$ cat src/rtl/pattern_matcher.sv
`default_nettype none
// ============================================================================
// pattern_matcher : serial N-bit window compared against P masked patterns
// Revision 1.0
// ============================================================================
module pattern_matcher #(
  parameter int N  = 3,
  parameter int P  = 2,
  parameter int CW = 8
) (
  input  logic                                 clock,
  input  logic                                 reset_n,
  input  logic                                 i,
  input  logic                                 i_valid,
  input  logic                                 overlap,
  input  logic                                 cfg_we,
  input  logic [((P > 1) ? $clog2(P) : 1)-1:0] cfg_sel,
  input  logic [N-1:0]                         cfg_pat,
  input  logic [N-1:0]                         cfg_mask,
  input  logic                                 clear,
  output logic [P-1:0]                         o,
  output logic                                 any,
  output logic [CW-1:0]                        count
);

  localparam int SW = (P > 1) ? $clog2(P) : 1;
  localparam int FW = $clog2(N + 1);
  localparam logic [FW-1:0] FILL_FULL = FW'(N);
  localparam logic [CW-1:0] COUNT_MAX = {CW{1'b1}};

  typedef enum logic [0:0] {
    FILLING = 1'b0,
    ARMED   = 1'b1
  } state_t;

  state_t              state_q, state_d;
  logic [N-1:0]        window_q, window_d;
  logic [FW-1:0]       fill_q, fill_d;
  logic [P-1:0][N-1:0] pat_q, pat_d;
  logic [P-1:0][N-1:0] mask_q, mask_d;
  logic [P-1:0]        o_q, o_d;
  logic                any_q, any_d;
  logic [CW-1:0]       count_q, count_d;

  logic [N-1:0]        win_nxt;
  logic [FW-1:0]       fill_nxt;
  logic [P-1:0]        hit;

  assign win_nxt  = {window_q[N-2:0], i};
  assign fill_nxt = (state_q == ARMED) ? FILL_FULL : fill_q + FW'(1);

  // Hits always use the pattern/mask registers as they were before this edge.
  generate
    for (genvar k = 0; k < P; k++) begin : g_hit
      assign hit[k] = i_valid && (fill_nxt == FILL_FULL) && (|mask_q[k]) &&
                      (((win_nxt ^ pat_q[k]) & mask_q[k]) == '0);
    end
  endgenerate

  always_comb begin
    window_d = window_q;
    fill_d   = fill_q;
    state_d  = state_q;
    pat_d    = pat_q;
    mask_d   = mask_q;
    o_d      = hit;
    any_d    = |hit;
    count_d  = count_q;

    if (i_valid) begin
      window_d = win_nxt;
      if ((|hit) && !overlap) begin
        fill_d = '0;
      end else begin
        fill_d = fill_nxt;
      end
    end
    state_d = (fill_d == FILL_FULL) ? ARMED : FILLING;

    if (clear) begin
      count_d = '0;
    end else if ((|hit) && (count_q != COUNT_MAX)) begin
      count_d = count_q + CW'(1);
    end

    // Out-of-range selects simply match no slot.
    if (cfg_we) begin
      for (int k = 0; k < P; k++) begin
        if (cfg_sel == SW'(k)) begin
          pat_d[k]  = cfg_pat;
          mask_d[k] = cfg_mask;
        end
      end
    end
  end

  always_ff @(posedge clock or negedge reset_n) begin
    if (!reset_n) begin
      state_q  <= FILLING;
      window_q <= '0;
      fill_q   <= '0;
      o_q      <= '0;
      any_q    <= 1'b0;
      count_q  <= '0;
      for (int k = 0; k < P; k++) begin
        pat_q[k]  <= (k == 0) ? {N{1'b1}} : N'(1);
        mask_q[k] <= (k < 2) ? {N{1'b1}} : {N{1'b0}};
      end
    end else begin
      state_q  <= state_d;
      window_q <= window_d;
      fill_q   <= fill_d;
      pat_q    <= pat_d;
      mask_q   <= mask_d;
      o_q      <= o_d;
      any_q    <= any_d;
      count_q  <= count_d;
    end
  end

  assign o     = o_q;
  assign any   = any_q;
  assign count = count_q;

endmodule
`default_nettype wire

$ cat config.mk
export PLATFORM = sky130hd
export DESIGN_NAME = pattern_matcher
export DESIGN_NICKNAME = d
export VERILOG_FILES = /design/src/rtl/pattern_matcher.sv
export SDC_FILE = /design/constraint.sdc
export NUM_CORES = 1
export LEC_CHECK = 0
export CORE_MARGIN = 3
export CORE_UTILIZATION = 55
export CTS_CLUSTER_SIZE = 20
export DETAILED_ROUTE_END_ITERATION = 6
export GPL_TIMING_DRIVEN = 1
export HOLD_SLACK_MARGIN = 0.12
export PLACE_DENSITY = 0.83
export SLEW_MARGIN = 0
export SYNTH_ARGS = -nofsm -noshare
export SYNTH_HDL_FRONTEND = slang
export SYNTH_SLANG_ARGS = --single-unit
$ cat constraint.sdc
create_clock -name clock -period 4 [get_ports clock]
set_clock_uncertainty 0.1 [all_clocks]
set_input_delay 1.2 -clock clock [delete_from_list [all_inputs] [get_ports clock]]
set_output_delay 1.2 -clock clock [all_outputs]
set_load 0.05 [all_outputs]
==> results of run 1 <==
[synthesized netlist by cell type]
library cell / count
a21oi_1: 7
xor2_1: 7
a22oi_1: 1
buf_2: 1
dfstp_2: 10
clkbuf_1: 1
o21ai_0: 3
nor2b_1: 5
and3_2: 1
nor2_1: 8
a22oi_2: 3
nand4b_1: 1
dlygate4sd1_1: 1
mux2_2: 16
ha_1: 1
or4_1: 4
nor3_1: 3
and3_1: 4
o32a_1: 1
nand3_1: 6
nand2b_1: 3
or2_2: 1
o31ai_1: 4
inv_1: 3
dfrtp_1: 18
buf_6: 1
o21a_1: 1
mux2i_1: 1
a221oi_1: 2
nand2_1: 3
[final cells by class]
type | count | area share (%)
clock buffers | 3 | 1.33
clock inverters | 1 | 1.77
inverters | 3 | 0.663
multi-input cells | 86 | 37.6
flip-flops and latches | 28 | 42.0
well taps | 28 | 2.06
repair buffers | 25 | 14.6
[stage by stage]
stage | worst slack (ns) | utilization [%] | hold slack [ns] | total power (uW) | instance area [um^2]
global placement | 0.856 | 71.6 | 0.414 | 623 | 1650
floorplan | 1.48 | - | 0.400 | 566 | 1390
CTS | 1.06 | 73.9 | 0.473 | 825 | 1700
finish | 1.07 | 73.9 | 0.462 | 824 | 1700
detailed placement | 0.748 | 71.6 | 0.439 | 640 | 1650
global route | 0.902 | 73.9 | 0.491 | 872 | 1700
[power by group through the flow]
stage	sequential [uW]	combinational (uW)	clock [uW]
after floorplan	423	143	0
after global placement	389	234	0
after detailed placement	394	246	0
after CTS	389	247	189
after global routing	399	272	200
final	391	246	187
[metal layers]
| layer | up-vias | track usage (%) | share of wire, % |
|---|---|---|---|
| met3 | 8 | 2.53 | 4.3 |
| met4 | 0 | 6.44 | 2.0 |
| met1 | 526 | 27.4 | 44 |
| met2 | 30 | 32.4 | 50 |
| met5 | - | 0 | 0 |
| li1 | 490 | - | - |
[worst paths after layout]
check	cells past startpoint	start	endpoint
worst max-delay path	1	count[3]$_DFFE_PN0P_	count[3]
worst min-delay path	1	pat_q[5]$_DFFE_PN0P_	pat_q[5]$_DFFE_PN0P_
worst max register to register	5	pat_q[2]$_DFFE_PN1P_	count[0]$_DFFE_PN0P_
worst min register to register	1	pat_q[5]$_DFFE_PN0P_	pat_q[5]$_DFFE_PN0P_
max in group asynchronous	2	reset_n	mask_q[1]$_DFFE_PN1P_
min in group asynchronous	1	reset_n	pat_q[5]$_DFFE_PN0P_
[logic make-up (layout without fill, tap and decap cells)]
logic type      after synthesis  count (layout)  share of synthesized area (%)
simple gates                 39              39                           15.4
flops                        28              28                           51.3
compound gates               22              22                           11.5
mux                          17              17                           13.7
xor+xnor                      7               7                           4.41
buf+inv                       7              32                           2.88
fa+ha+maj                     1               1                          0.899
[state kept, by name, indices dropped and copies added (netlist names)]
signal / flops
any: 1
window_q: 2
fill_q: 2
o: 2
mask_q: 6
count: 8
pat_q: 6
state_q: 1
==> results by group, run 1 <==
Detailed routing
  – Final ANT Viol Nets: 0
  – Final wirelength: 2850 um
  – Mean number of vias per cell: 6.06
  – DR pass1 iterations: 4
  – Total vias in the final route: 1,054
  – WL per Instance: 16.4 um
  – Drt drc: 0
  – 1st-iter DRT viols: 25

Worst hold path
  – Hold crit path type: reg2reg

Die
  – Full die area: 3170 um^2
  – Core Area: 2300 um^2
  – Die height: 56.3 um
  – Die Wd: 56.3 um
  – Io pins: 25
  – Row cnt: 17
  – Effective utilization at floorplan: 60.6%

Clock tree
  – Htree depth: 1
  – CTS Sinks: 28
  – CTS tree: yes
  – Clk root buf: clkbuf_4
  – Post-CTS setup buffer count: 0
  – Post-CTS Hold Buffers: 0
  – CTS Buf Count: 3
  – Max Root-Sink Buffers: 2
  – CTS clk-pin slew, worst paths: 0.16 ns
  – Post-CTS sizing: 0
  – Clock Latency Late Sink: 0.33 ns

Setup path
  – WS Path Type: reg2out
  – Worst EP arrival: 1.63 ns
  – Critical Path Fanout Max: 7
  – Slowest stage delay, CP: 0.84 ns
  – Crit path cell chain: clkdlybuf4s50_1
  – WP buf/inv: 1
  – Critical path's slowest cell: clkdlybuf4s50_1
  – Worst path top cell family by delay: buffers and inverters
  – CP startpoint kind: register
  – R2r setup slk: 1.94 ns
  – CP required: 2.70 ns
  – Critical Path Sink Type: output pin

Synth
  – Seq/Total Area, Yosys: 51.3%
  – Synth warnings: 0
  – Post-synth top area share: 32.4%
  – Post-Synthesis Net Count: 136
  – Synth area leaders: dfrtp_1 32%, dfstp_2 19%, mux2_2 13%
  – Post-synthesis cell count: 121
  – Post-synthesis register bit count: 28
  – Synth Area per Inst: 11.5 um^2
  – Cell Area, Synth: 1390 um^2
  – Post-synth cell types: 30
  – Largest area contributor in the netlist: dfrtp_1

Timing
  – Max Slew Vio Count: 0
  – Worst-margin pin slew: 0.992 ns
  – Final hold violation count: 0
  – Setup TNS: 0 ns
  – Min Tclk post-route: 2.93 ns
  – Final setup fails: 0
  – RSZ-0062 raised after global routing: no
  – Max Freq: 342 MHz
  – Post-route clock period utilization: 73.2%
  – Max_slew headroom: 33.7%

Final layout
  – Most common cell after layout, fill and taps aside: clkdlybuf4s50_1
  – Fillcell total: 171
  – Most frequent cells in the layout: 24 x clkdlybuf4s50_1, 18 x dfrtp_1, 16 x mux2_2, 10 x dfstp_2, 8 x nor2_1
  – Final nets: 162
  – Multi-input logic area: 638 um^2
  – Post-Layout Cell Count: 174
  – Diode count: 0
  – Share of cells above drive strength 1: 24.7%
  – Register area: 713 um^2
  – Layout area overhead: 22.0%

Global route
  – First-pass GRT wire length: 5070 um
  – Initial antenna violation count: 0
  – Grt ovf: 0
  – Number of global-route vias before repair: 1,134
  – Gr usage total: 19.8%
  – Largest net degree at the start of global routing: 24

Power and ir drop
  – Int Pwr: 548 uW
  – Switching share of power: 33.5%
  – Worst VDD drop: 0.375 mV
  – Gate power share: 29.8%
  – Clk pwr share: 22.7%
  – Psw: 275 uW
  – Sequential Power Share: 47.4%
  – Pwr per Cell Area: 485 nW/um^2
  – P_leak: 0.000689 uW

Job
  – Max cap viols: 0

Placement
  – RD Place Congestion: 0.873
  – Port Buf Inserts: 24
  – DPL Wire Length: 2120 um
  – Placed insts: 170

Status
  – Outcome: completed
Power figures use the tool's default switching activity.
==> run 2, diff against run 1 <==
--- a/config.mk
+++ b/config.mk
@@ -6,12 +6,12 @@
 export NUM_CORES = 1
 export LEC_CHECK = 0
 export CORE_MARGIN = 3
-export CORE_UTILIZATION = 55
+export CORE_UTILIZATION = 46
 export CTS_CLUSTER_SIZE = 20
 export DETAILED_ROUTE_END_ITERATION = 6
 export GPL_TIMING_DRIVEN = 1
 export HOLD_SLACK_MARGIN = 0.12
-export PLACE_DENSITY = 0.83
+export PLACE_DENSITY = 0.74
 export SLEW_MARGIN = 0
 export SYNTH_ARGS = -nofsm -noshare
 export SYNTH_HDL_FRONTEND = slang
==> constraint.sdc (replaced) <==
create_clock -name clock -period 2.6 [get_ports clock]
set_clock_uncertainty 0.1 [all_clocks]
set_input_delay 0.78 -clock clock [delete_from_list [all_inputs] [get_ports clock]]
set_output_delay 0.78 -clock clock [all_outputs]
set_load 0.05 [all_outputs]
==> run 2 against run 1 <==
Via count did not move. Die area is 17% higher. Cell area increased by 4.4%. Clock power rose by 58%. Final cell count up 6.9%. Combinational power increased by 76%. Global-route usage decreased by 2.3 points. Sequential share of layout area fell by 1.8 points. Critical path depth did not move. First-iteration DRC count increased by 8.0%. Flip-flop and latch count is the same. Critical endpoint unchanged.
==> results by group, run 2 (synthesized netlist as in run 1, its figures left out) <==
Global route
  – Largest net degree at the start of global routing: 29
  – Initial antenna violation count: 0
  – Gr usage total: 17.5%
  – First-pass GRT wire length: 4770 um
  – Number of global-route vias before repair: 980
  – Grt ovf: 0

Timing
  – Setup TNS: 0 ns
  – Post-route clock period utilization: 97.6%
  – Max_slew headroom: 64.9%
  – Final setup fails: 0
  – RSZ-0062 raised after global routing: no
  – Max Freq: 394 MHz
  – Worst-margin pin slew: 0.525 ns
  – Min Tclk post-route: 2.54 ns
  – Max Slew Vio Count: 0
  – Final hold violation count: 0

Setup path
  – Worst EP arrival: 1.66 ns
  – R2R Path Start: pat_q[2]$_DFFE_PN1P_
  – Critical Path Fanout Max: 7
  – WP buf/inv: 1
  – Crit path cell chain: clkdlybuf4s50_1
  – Worst path top cell family by delay: buffers and inverters
  – WS Path Type: reg2out
  – R2r setup slk: 0.56 ns
  – FF-to-FF End: count[3]$_DFFE_PN0P_
  – Critical path's slowest cell: clkdlybuf4s50_1
  – Critical Path Sink Type: output pin
  – CP required: 1.72 ns
  – Worst path depth: 1
  – CP startpoint kind: register
  – Slowest stage delay, CP: 0.84 ns
  – R2R depth: 6

Die
  – Full die area: 3720 um^2
  – Effective utilization at floorplan: 49.2%
  – Io pins: 25
  – Row cnt: 19
  – Die height: 61.0 um
  – Die Wd: 61.0 um
  – Core Area: 2830 um^2

Power and ir drop
  – Total power: 1330 uW
  – Worst VDD drop: 0.293 mV
  – Pwr per Cell Area: 749 nW/um^2
  – P_leak: 0.000734 uW

Job
  – Max cap viols: 0

Clock tree
  – CTS Sinks: 28
  – CTS tree: yes
  – CTS Buf Count: 3
  – CTS clk-pin slew, worst paths: 0.16 ns
  – Htree depth: 1
  – Clock Latency Late Sink: 0.34 ns
  – Max Root-Sink Buffers: 2
  – Post-CTS Hold Buffers: 0
  – Clk root buf: clkbuf_4

Detailed routing
  – Total vias in the final route: 1,054
  – DR pass1 iterations: 4
  – WL per Instance: 15.2 um
  – Final wirelength: 2830 um
  – Mean number of vias per cell: 5.67
  – Final ANT Viol Nets: 0
  – 1st-iter DRT viols: 27
  – Drt drc: 0

Worst hold path
  – Hold Crit Endpoint: pat_q[4]$_DFFE_PN0P_
  – Hold path depth: 1
  – Hold crit path type: reg2reg
  – Critical hold path startpoint: pat_q[4]$_DFFE_PN0P_

Final layout
  – Most common cell after layout, fill and taps aside: clkdlybuf4s50_1
  – Post-Layout Cell Count: 186
  – Fillcell total: 231
  – Share of cells above drive strength 1: 29.7%
  – Max reg flops: 8
  – Most frequent cells in the layout: 24 x clkdlybuf4s50_1, 18 x dfrtp_1, 16 x mux2_2, 10 x dfstp_2, 10 x buf_4
  – Final nets: 171
  – Layout area overhead: 27.4%
  – Diode count: 0

Status
  – Outcome: completed

Placement
  – Placed insts: 179
  – RD Place Congestion: 0.792
  – Port Buf Inserts: 24
  – DPL Wire Length: 2080 um
run 2: where the power goes:
part	switching (uW)	total, uW	internal (uW)
clock	139	295	156
sequential	73.3	599	525
combinational	225	434	209
run 2: worst max-delay path by stage:
stage | startpoint | endpoint
detailed placement | i | fill_q[1]$_DFF_PN0_
CTS | count[3]$_DFFE_PN0P_ | count[3]
finish | count[3]$_DFFE_PN0P_ | count[3]
global placement | i | fill_q[1]$_DFF_PN0_
global route | count[4]$_DFFE_PN0P_ | count[4]
floorplan | i | count[5]$_DFFE_PN0P_
run 2: final cells by class:
cell class	count	area [um^2]	share of cell area [%]
inverter	3	11.3	0.635
multi-input combinational	86	642	36.2
tap	31	38.8	2.19
clock buffer	3	22.5	1.27
sequential	28	713	40.2
timing repair buffer	34	315	17.8
clock inverter	1	30.0	1.69
run 2: per-stage QoR:
stage / utilization, % / worst slack (ns) / hold slack [ns] / cell area [um^2]
2_1_floorplan: - / 0.496 / 0.384 / 1390
3_3_place_gp: 59.9 / -0.0958 / 0.410 / 1690
3_5_place_dp: 59.9 / -0.193 / 0.439 / 1690
4_1_cts: 61.7 / 0.0519 / 0.474 / 1750
5_1_grt: 62.7 / 0.000691 / 0.502 / 1770
6_report: 62.7 / 0.0634 / 0.465 / 1770
run 2: routing by layer:
layer | track usage, % | routed length (um)
met1 | 24.1 | 1290
met2 | 28.1 | 1400
met3 | 3.19 | 96
met4 | 5.57 | 39
met5 | 0 | 0
run 2: repair_timing:
action | in CTS | in global routing
setup endpoints to repair | 0 | 2
gates resized for setup | 0 | 1
setup buffers | 0 | 3
